[src/rtl/elliptic_curve_structs.sv]
// Shared types for the ECDSA verify path: signature layout, curve order and
// the controller state encoding (visible to the wrapper and the bench).
package elliptic_curve_structs;

    localparam int SIG_W = 16;

    typedef struct packed {
        logic [SIG_W-1:0] r;
        logic [SIG_W-1:0] s;
    } signature_t;

    typedef struct packed {
        logic [SIG_W-1:0] n;
    } curve_params_t;

    // Curve order n; r and s must both lie in [1, n-1].
    localparam curve_params_t params = '{n: 16'hFFF1};

    typedef enum logic [2:0] {
        IDLE,
        CHECK_RANGE,
        WAIT_HASH,
        WAIT_VERIFY,
        FINISH
    } verify_state_t;

endpackage

[src/rtl/ecdsa_sig_range_check.sv]
// Combinational check that both signature scalars lie in [1, n-1].
// The comparisons are unsigned over the full field width.
module ecdsa_sig_range_check
    import elliptic_curve_structs::*;
(
    input  signature_t       sig,
    input  logic [SIG_W-1:0] n,
    output logic             in_range
);

    // Both scalars must be non-zero and strictly below the curve order.
    always_comb begin
        in_range = (sig.r != '0) && (sig.s != '0) && (sig.r < n) && (sig.s < n);
    end

endmodule

[src/rtl/ecdsa_verify_control.sv]
// ECDSA verification sequencer: latches (r, s), range-checks it, drives the
// hash and verify datapath, and reports a verdict. A per-wait-state watchdog
// aborts with error=1 if the datapath never answers.
module ecdsa_verify_control
    import elliptic_curve_structs::*;
#(
    parameter int TIMEOUT_CYCLES = 1_000_000
) (
    input  logic       clk,
    input  logic       master_reset_n,
    input  logic       init,
    input  signature_t received_signature,
    input  logic       done_hash,
    input  logic       done_verify_math,
    input  logic       x1_match,
    output logic       start_hash,
    output logic       load_hash,
    output logic       start_verify,
    output signature_t sig_out,
    output logic       reset,
    output logic       busy,
    output logic       done,
    output logic       valid,
    output logic       error
);

    localparam int            CW      = (TIMEOUT_CYCLES > 1) ? $clog2(TIMEOUT_CYCLES) : 1;
    localparam logic [CW-1:0] CNT_MAX = CW'(TIMEOUT_CYCLES - 1);

    verify_state_t state, state_nxt;
    logic [CW-1:0] wd_cnt;
    logic          sig_ok;
    logic          wd_expired;
    logic          in_wait;
    logic          wait_entry;

    ecdsa_sig_range_check u_range (
        .sig      (sig_out),
        .n        (params.n),
        .in_range (sig_ok)
    );

    assign wd_expired = (wd_cnt == CNT_MAX);
    assign in_wait    = (state == WAIT_HASH) || (state == WAIT_VERIFY);
    // Any transition into a wait state (including WAIT_HASH -> WAIT_VERIFY)
    // restarts the watchdog so each wait gets its own full budget.
    assign wait_entry = (state_nxt != state) &&
                        ((state_nxt == WAIT_HASH) || (state_nxt == WAIT_VERIFY));

    // State register.
    always_ff @(posedge clk or negedge master_reset_n) begin
        if (!master_reset_n) state <= IDLE;
        else                 state <= state_nxt;
    end

    // Next-state and output decode; a done input beats a same-cycle timeout.
    always_comb begin
        state_nxt    = state;
        start_hash   = 1'b0;
        load_hash    = 1'b0;
        start_verify = 1'b0;
        done         = 1'b0;
        reset        = 1'b0;
        busy         = (state != IDLE);
        case (state)
            IDLE: begin
                if (init) state_nxt = CHECK_RANGE;
            end
            CHECK_RANGE: begin
                if (sig_ok) begin
                    start_hash = 1'b1;
                    state_nxt  = WAIT_HASH;
                end else begin
                    state_nxt  = FINISH;
                end
            end
            WAIT_HASH: begin
                if (done_hash) begin
                    load_hash    = 1'b1;
                    start_verify = 1'b1;
                    state_nxt    = WAIT_VERIFY;
                end else if (wd_expired) begin
                    state_nxt    = FINISH;
                end
            end
            WAIT_VERIFY: begin
                if (done_verify_math || wd_expired) state_nxt = FINISH;
            end
            FINISH: begin
                done      = 1'b1;
                reset     = 1'b1;
                state_nxt = IDLE;
            end
            default: state_nxt = IDLE;
        endcase
    end

    // Watchdog: clears on wait-state entry, counts while waiting, saturates.
    always_ff @(posedge clk or negedge master_reset_n) begin
        if (!master_reset_n)           wd_cnt <= '0;
        else if (wait_entry)           wd_cnt <= '0;
        else if (in_wait && !wd_expired) wd_cnt <= wd_cnt + 1'b1;
    end

    // Signature latch and verdict registers; held until the next accepted init.
    always_ff @(posedge clk or negedge master_reset_n) begin
        if (!master_reset_n) begin
            sig_out <= '0;
            valid   <= 1'b0;
            error   <= 1'b0;
        end else if (state == IDLE && init) begin
            sig_out <= received_signature;
            valid   <= 1'b0;
            error   <= 1'b0;
        end else if (state == WAIT_VERIFY && done_verify_math) begin
            valid   <= x1_match;
        end else if (((state == WAIT_HASH && !done_hash) || state == WAIT_VERIFY) && wd_expired) begin
            valid   <= 1'b0;
            error   <= 1'b1;
        end
    end

endmodule

[config.mk]
export PLATFORM = sky130hd
export DESIGN_NAME = ecdsa_verify_control
export DESIGN_NICKNAME = d
export VERILOG_FILES = /design/src/rtl/elliptic_curve_structs.sv /design/src/rtl/ecdsa_sig_range_check.sv /design/src/rtl/ecdsa_verify_control.sv
export SDC_FILE = /design/constraint.sdc
export NUM_CORES = 1
export LEC_CHECK = 0
export BUFFER_PORTS_ARGS = -buffer_cell sky130_fd_sc_hd__buf_2
export CAP_MARGIN = 20
export CELL_PAD_IN_SITES_DETAIL_PLACEMENT = 1
export CELL_PAD_IN_SITES_GLOBAL_PLACEMENT = 1
export CORE_UTILIZATION = 45
export DETAILED_ROUTE_END_ITERATION = 8
export MAX_ROUTING_LAYER = met4
export PLACE_DENSITY_LB_ADDON = 0.1
export SLEW_MARGIN = 0
export SYNTH_ARGS = -nofsm -noshare
export SYNTH_HDL_FRONTEND = slang
export SYNTH_HIERARCHICAL = 1
export SYNTH_SLANG_ARGS = --single-unit
[constraint.sdc]
create_clock -name clk -period 4.1 [get_ports clk]
set_input_delay 0.82 -clock clk [delete_from_list [all_inputs] [get_ports clk]]
set_output_delay 0.82 -clock clk [all_outputs]
set_load 0.02 [all_outputs]
Yosys cells after proc, flatten, opt, wreduce, memory -nomap -nowiden
Index checks and enable logic that the tools add are counted.

Word-level logic and storage cells: 60. Bits in registers: 57. Input bits: 38. Output and inout port bits: 40.

Multiplexer cells: 19. Reduce and logical (&&, ||, !) cells: 23. $lt $le $gt $ge: 2. Add/sub/neg operators: 1. Equality and inequality tests: 9.

Operators by type and width (count): 20-bit 2-to-1 mux (2); 16-bit < comparator (second input constant) (2); 16-bit nonzero test (2); 20-bit by 1-bit adder with 20-bit output (second input constant) (1); 20-bit equality test (second input constant) (1); 3-bit 2-to-1 mux (5); 3-bit by 2-bit equality test with 1-bit output (second input constant) (4); 3-bit one-hot mux with 4 select lines (1); 1-bit 2-to-1 mux (11); 1-bit logical AND (9); 3-bit nonzero test (2); 1-bit logical OR (4); 2-bit nonzero test (2); 3-bit by 1-bit equality test with 1-bit output (second input constant) (1); 3-bit equality test (second input constant) (1); 3-bit logical NOT (1); 3-bit inequality test (1); 1-bit logical NOT (2); 2-bit inequality test (second input constant) (1); 2-bit AND reduction (1).

Longest topological paths before layout
Word-level depth: 10. Gate-level depth with buffers: 13.

By module
The synthesis kept the hierarchy.

By module, submodules not included: ecdsa_verify_control (area an instance 2722.6 sq um, cells each 234, instances 1, sequential area each 1426.4 sq um); ecdsa_sig_range_check (area an instance 767.0 sq um, cells each 103, instances 1, sequential area each 0.0 sq um).

Worst setup path before layout
OpenSTA, ideal clock, no wires.

Path kind: register -> output. Start: register sig_out[17] (netlist name). End: output port start_hash. Arrival time: 1845 ps. Setup slack: 1435 ps. Cell stages (with the launch flop): 8. Cell sequence: dfrtp_1 ha_1 a2111o_1 a21oi_1 o21ai_1 a211oi_2 and4bb_2 buf_6.

Longest elaborated chain between the ends: 6. Elaborated cells between the ends (all ways): 7. Classes of those cells: order compare (1); mux (2); reduce/logical (4).

Ends and longest elaborated chain: start, declared (line ecdsa_verify_control.sv:19) `output signature_t sig_out,`; start signal, assigned (line ecdsa_verify_control.sv:112) `sig_out <= received_signature;`; branches (longest 2 deep; another with 16-bit < comparator); 1-bit logical AND * (2 in series) (line ecdsa_sig_range_check.sv:13) `in_range = (sig.r != '0) && (sig.s != '0) && (sig.r < n) && (sig.s < n);`; named net sig_ok (line ecdsa_verify_control.sv:32) `logic sig_ok;`; 1-bit 2-to-1 mux * (line ecdsa_verify_control.sv:70) `if (sig_ok) begin`; 1-bit 2-to-1 mux * (line ecdsa_verify_control.sv:65) `case (state)`; end, declared (line ecdsa_verify_control.sv:16) `output logic start_hash,`.

Mark *: on every way through the listed nets, which the timed path passes.

Worst setup path in the final report
Start: register sig_out[19] (netlist name). End: output port start_hash.

The elaborated chain is that of the path after synthesis.

==> summary.md <==
| Metric | Value |
|---|---|
| CP top delay family | compound AO/OA/AOI/OAI gates |
| Final GP Congestion | 0.805 |
| Cell area after placement | roughly 4000 sq um |
| DRT Pass-1 Iters | 4 |
| Max incr delay on CP | 0.40 ns |
| Mapped cell area | ~3500 sq um |
| Synth Flop Type | dfrtp_1 |
| Initial Utilization | 47.4% |
| Worst EP arrival | 2.42 ns |
| WL per Instance | 16.5 um |
| First-pass GRT wire length | between 15 and 20 mm |
| Worst hold path type | in -> async |
| Post-Place Setup Slack | 1.10 ns |
| DIE AREA | 8110 sq um |
| PwrDens | just under 700 nW/um^2 |
| FF-to-FF setup slack | 1.14 ns |
| Die height | 90.1 um |
| Via/cell ratio | approximately 5.5 |
| Initial antenna violation count | 0 |
| CTS Root Cell | clkbuf_8 |
| Core area | roughly 7400 sq um |
| Top post-synthesis cells by area | dfrtp_1 41%, ha_1 11%, mux2_2 11% |
| Total negative slack | 0 ns |
| Critical Path RT | 3.28 ns |
| # DRC | 0 |
| Crit-path max FO | 9 |
| Synth Warn # | 6 |
| Largest net degree at the start of global routing | 36 |
| Number of max-cap violations | 0 |
| Avg Synthesized Cell Area | 10.4 sq um |
| Endpoints failing hold | 0 |
| Worst-Margin Slew | 0.853 ns |
| Comb power frac | 45.7% |
| Mapped Cells | 337 |
| Synth cell types | 56 |
| Pleak | 2.02 nW |
| Std cell rows | 31 |
| Layout cells sized above 1 | 31.4% |
| Final setup fails | 0 |
| Post-CTS Setup Inserts | 0 |
| Top post-synthesis cells by count | 57 x dfrtp_1, 33 x mux2_2, 31 x ha_1, 26 x a21oi_1, 26 x nand2_1 |
| Input/output buffers | 77 |
| Worst-skew pair later-pin latency | 0.34 ns |
| Critical path endpoint category | primary output |
| Final Cycle Share | 79.0% |
| Final slew viol count | 0 |
| Worst slew margin | a little over two fifths |
| CP startpoint kind | flip-flop |
| EDFF count, synth | 0 |
| CTS Buffer Depth | 2 |
| Net Sw Frac | 42.2% |
| Total track usage | around a quarter |
| Clock Skews | 0.0113 ns |
| Fin worst setup slack | 0.861 ns |
| Min Tclk post-route | 3.24 ns |
| Post-CTS sizing | 0 |
| Slowest cell on crit path | dfrtp_1 |
| Ant. Diodes | 0 |
| CP Buf/Inv Count | 1 |
| RR Startpoint | sig_out[19] |
| Register area share after synthesis | 40.9% |
| Nets | 494 |
| Initial drt markers | 87 |
| Ys async rst share | 100% |
| Clock Pin Slew Worst Setup and Hold Paths | 0.07 ns |
| Sink Count | 57 |
| Post-synth top area share | 40.9% |
| NetSw | 1.18 mW |
| Routed wire length | 8.75 mm |
| Fmax | about 310 MHz |
| Kind of critical path | reg -> out |
| Vias in the first global route | 3097 |
| Vias | slightly below 3000 |
| Reg2Reg Depth | 9 |
| RSZ-0062 raised after global routing | no |
| Num CTS Buffers | 9 |
| DP HPWL | approximately 6.6 mm |
| Part of the power in registers | 36.0% |
| Area growth syn-to-layout | 19.4% |
| Die Wd | approximately 90 um |
| Final ANT Viol Nets | 0 |
| Cell-internal power | 1.62 mW |
| Status | complete, no violations |
| H-tree levels | 3 |
| Clk pwr share | 18.3% |
| Grt total ovfl | 0 |
| Cell taking the most area after synthesis | dfrtp_1 |
| Reg2reg end | wd_cnt[4] |
| Hold-fix buffers, CTS | 0 |
| #FFs+latches synth | 57 |
| Finished Cell Area | around 4200 sq um |
| IO Count | 78 |
| CTS tree | yes |
| Count leader, synth | dfrtp_1 |
| Largest vdd supply drop | 0.264 mV |
| Core Util, Final | 56.6% |
| Critical path, cell by cell | ha_1 > a2111o_1 > a21oi_1 > o21ai_1 > a211oi_2 > and4bb_2 > buf_2 |
[worst max path at each step]
stage	from	to	slack (ns)	depth (start not counted)
after floorplan	sig_out[17]	start_hash	1.43	7
after global routing	sig_out[1]	start_hash	0.72	8
after CTS	sig_out[19]	start_hash	0.82	7
final	sig_out[19]	start_hash	0.86	7
after global placement	sig_out[19]	wd_cnt[2]	1.18	9
after detailed placement	sig_out[19]	wd_cnt[4]	1.10	9
[sequential cells by signal (all words and copies together) (netlist names)]
| register | count |
|---|---|
| error | 1 |
| sig_out | 32 |
| wd_cnt | 20 |
| valid | 1 |
| state | 3 |
[per-stage QoR]
stage | total power, mW | cells | hold slack (ns)
2_1_floorplan | 1.88 | 352 | 0.519
3_3_place_gp | 2.23 | 513 | 0.490
6_report | 2.80 | 529 | 0.460
4_1_cts | 2.82 | 529 | 0.451
5_1_grt | 3.01 | 529 | 0.485
3_5_place_dp | 2.28 | 513 | 0.530
[power groups by stage]
stage	sequential [mW]	combinational (mW)	clock, mW
floorplan	1.15	0.730	0
global placement	1.01	1.22	0
detailed placement	1.03	1.26	0
CTS	1.02	1.27	0.530
global route	1.05	1.41	0.555
finish	1.01	1.28	0.512
[cells in the final DEF, fill, tap and decap left out, types with 5 or more instances in the layout]
cell and n:
inv_1 22, nor2_1 10, or3_1 9, nand2_1 26, buf_2 77, nand3_1 7
ha_1 31, o21ai_0 7, mux2_2 33, conb_1 17, a21oi_1 26, dfrtp_1 57
mux2i_1 5, nor4_1 13, or4_1 7, clkbuf_8 10, o31ai_1 8, nand4_1 8
[worst reg2reg max path, delay by kind of cell, from the launching register on]
| family | cells | cell delay, ns |
|---|---|---|
| DFF | 1 | 0.40 |
| AOI/OAI and AO/OA | 6 | 1.15 |
| adders and majority gates | 1 | 0.22 |
| and+or+nand+nor | 2 | 1.07 |
[area by class of cell]
| type | instances | area [sq um] |
|---|---|---|
| repair buffers | 80 | 408 |
| flip-flops and latches | 57 | 1430 |
| inverters | 22 | 82.6 |
| clock buffers | 13 | 149 |
| clock inverters | 3 | 40.0 |
| well taps | 99 | 124 |
| fillers | 870 | 3200 |
| multi-input cells | 255 | 1940 |
[routing by layer]
layer | vias up | GRT usage [%] | wire (um)
li1 | 1412 | - | -
met1 | 1442 | 28.8 | 3820
met2 | 60 | 41.5 | 4510
met3 | 9 | 6.09 | 320
met4 | 0 | 5.78 | 97
met5 | - | - | 0
[kinds of logic (layout without fill, tap and decap cells)]
logic type               count (synthesis)  after routing  synth area share, %
adder cells (fa/ha/maj)                 31             31                 11.1
AO/OA/AOI/OAI                           63             63                 11.9
XOR/XNOR                                 3              3                0.753
other                                    2             17                0.215
buffers and inverters                   40            118                 5.20
multiplexers                            38             38                 12.1
flip-flops                              57             57                 40.9
AND/OR/NAND/NOR                        103            103                 17.8
No activity file was read; power rests on OpenSTA's default activity.
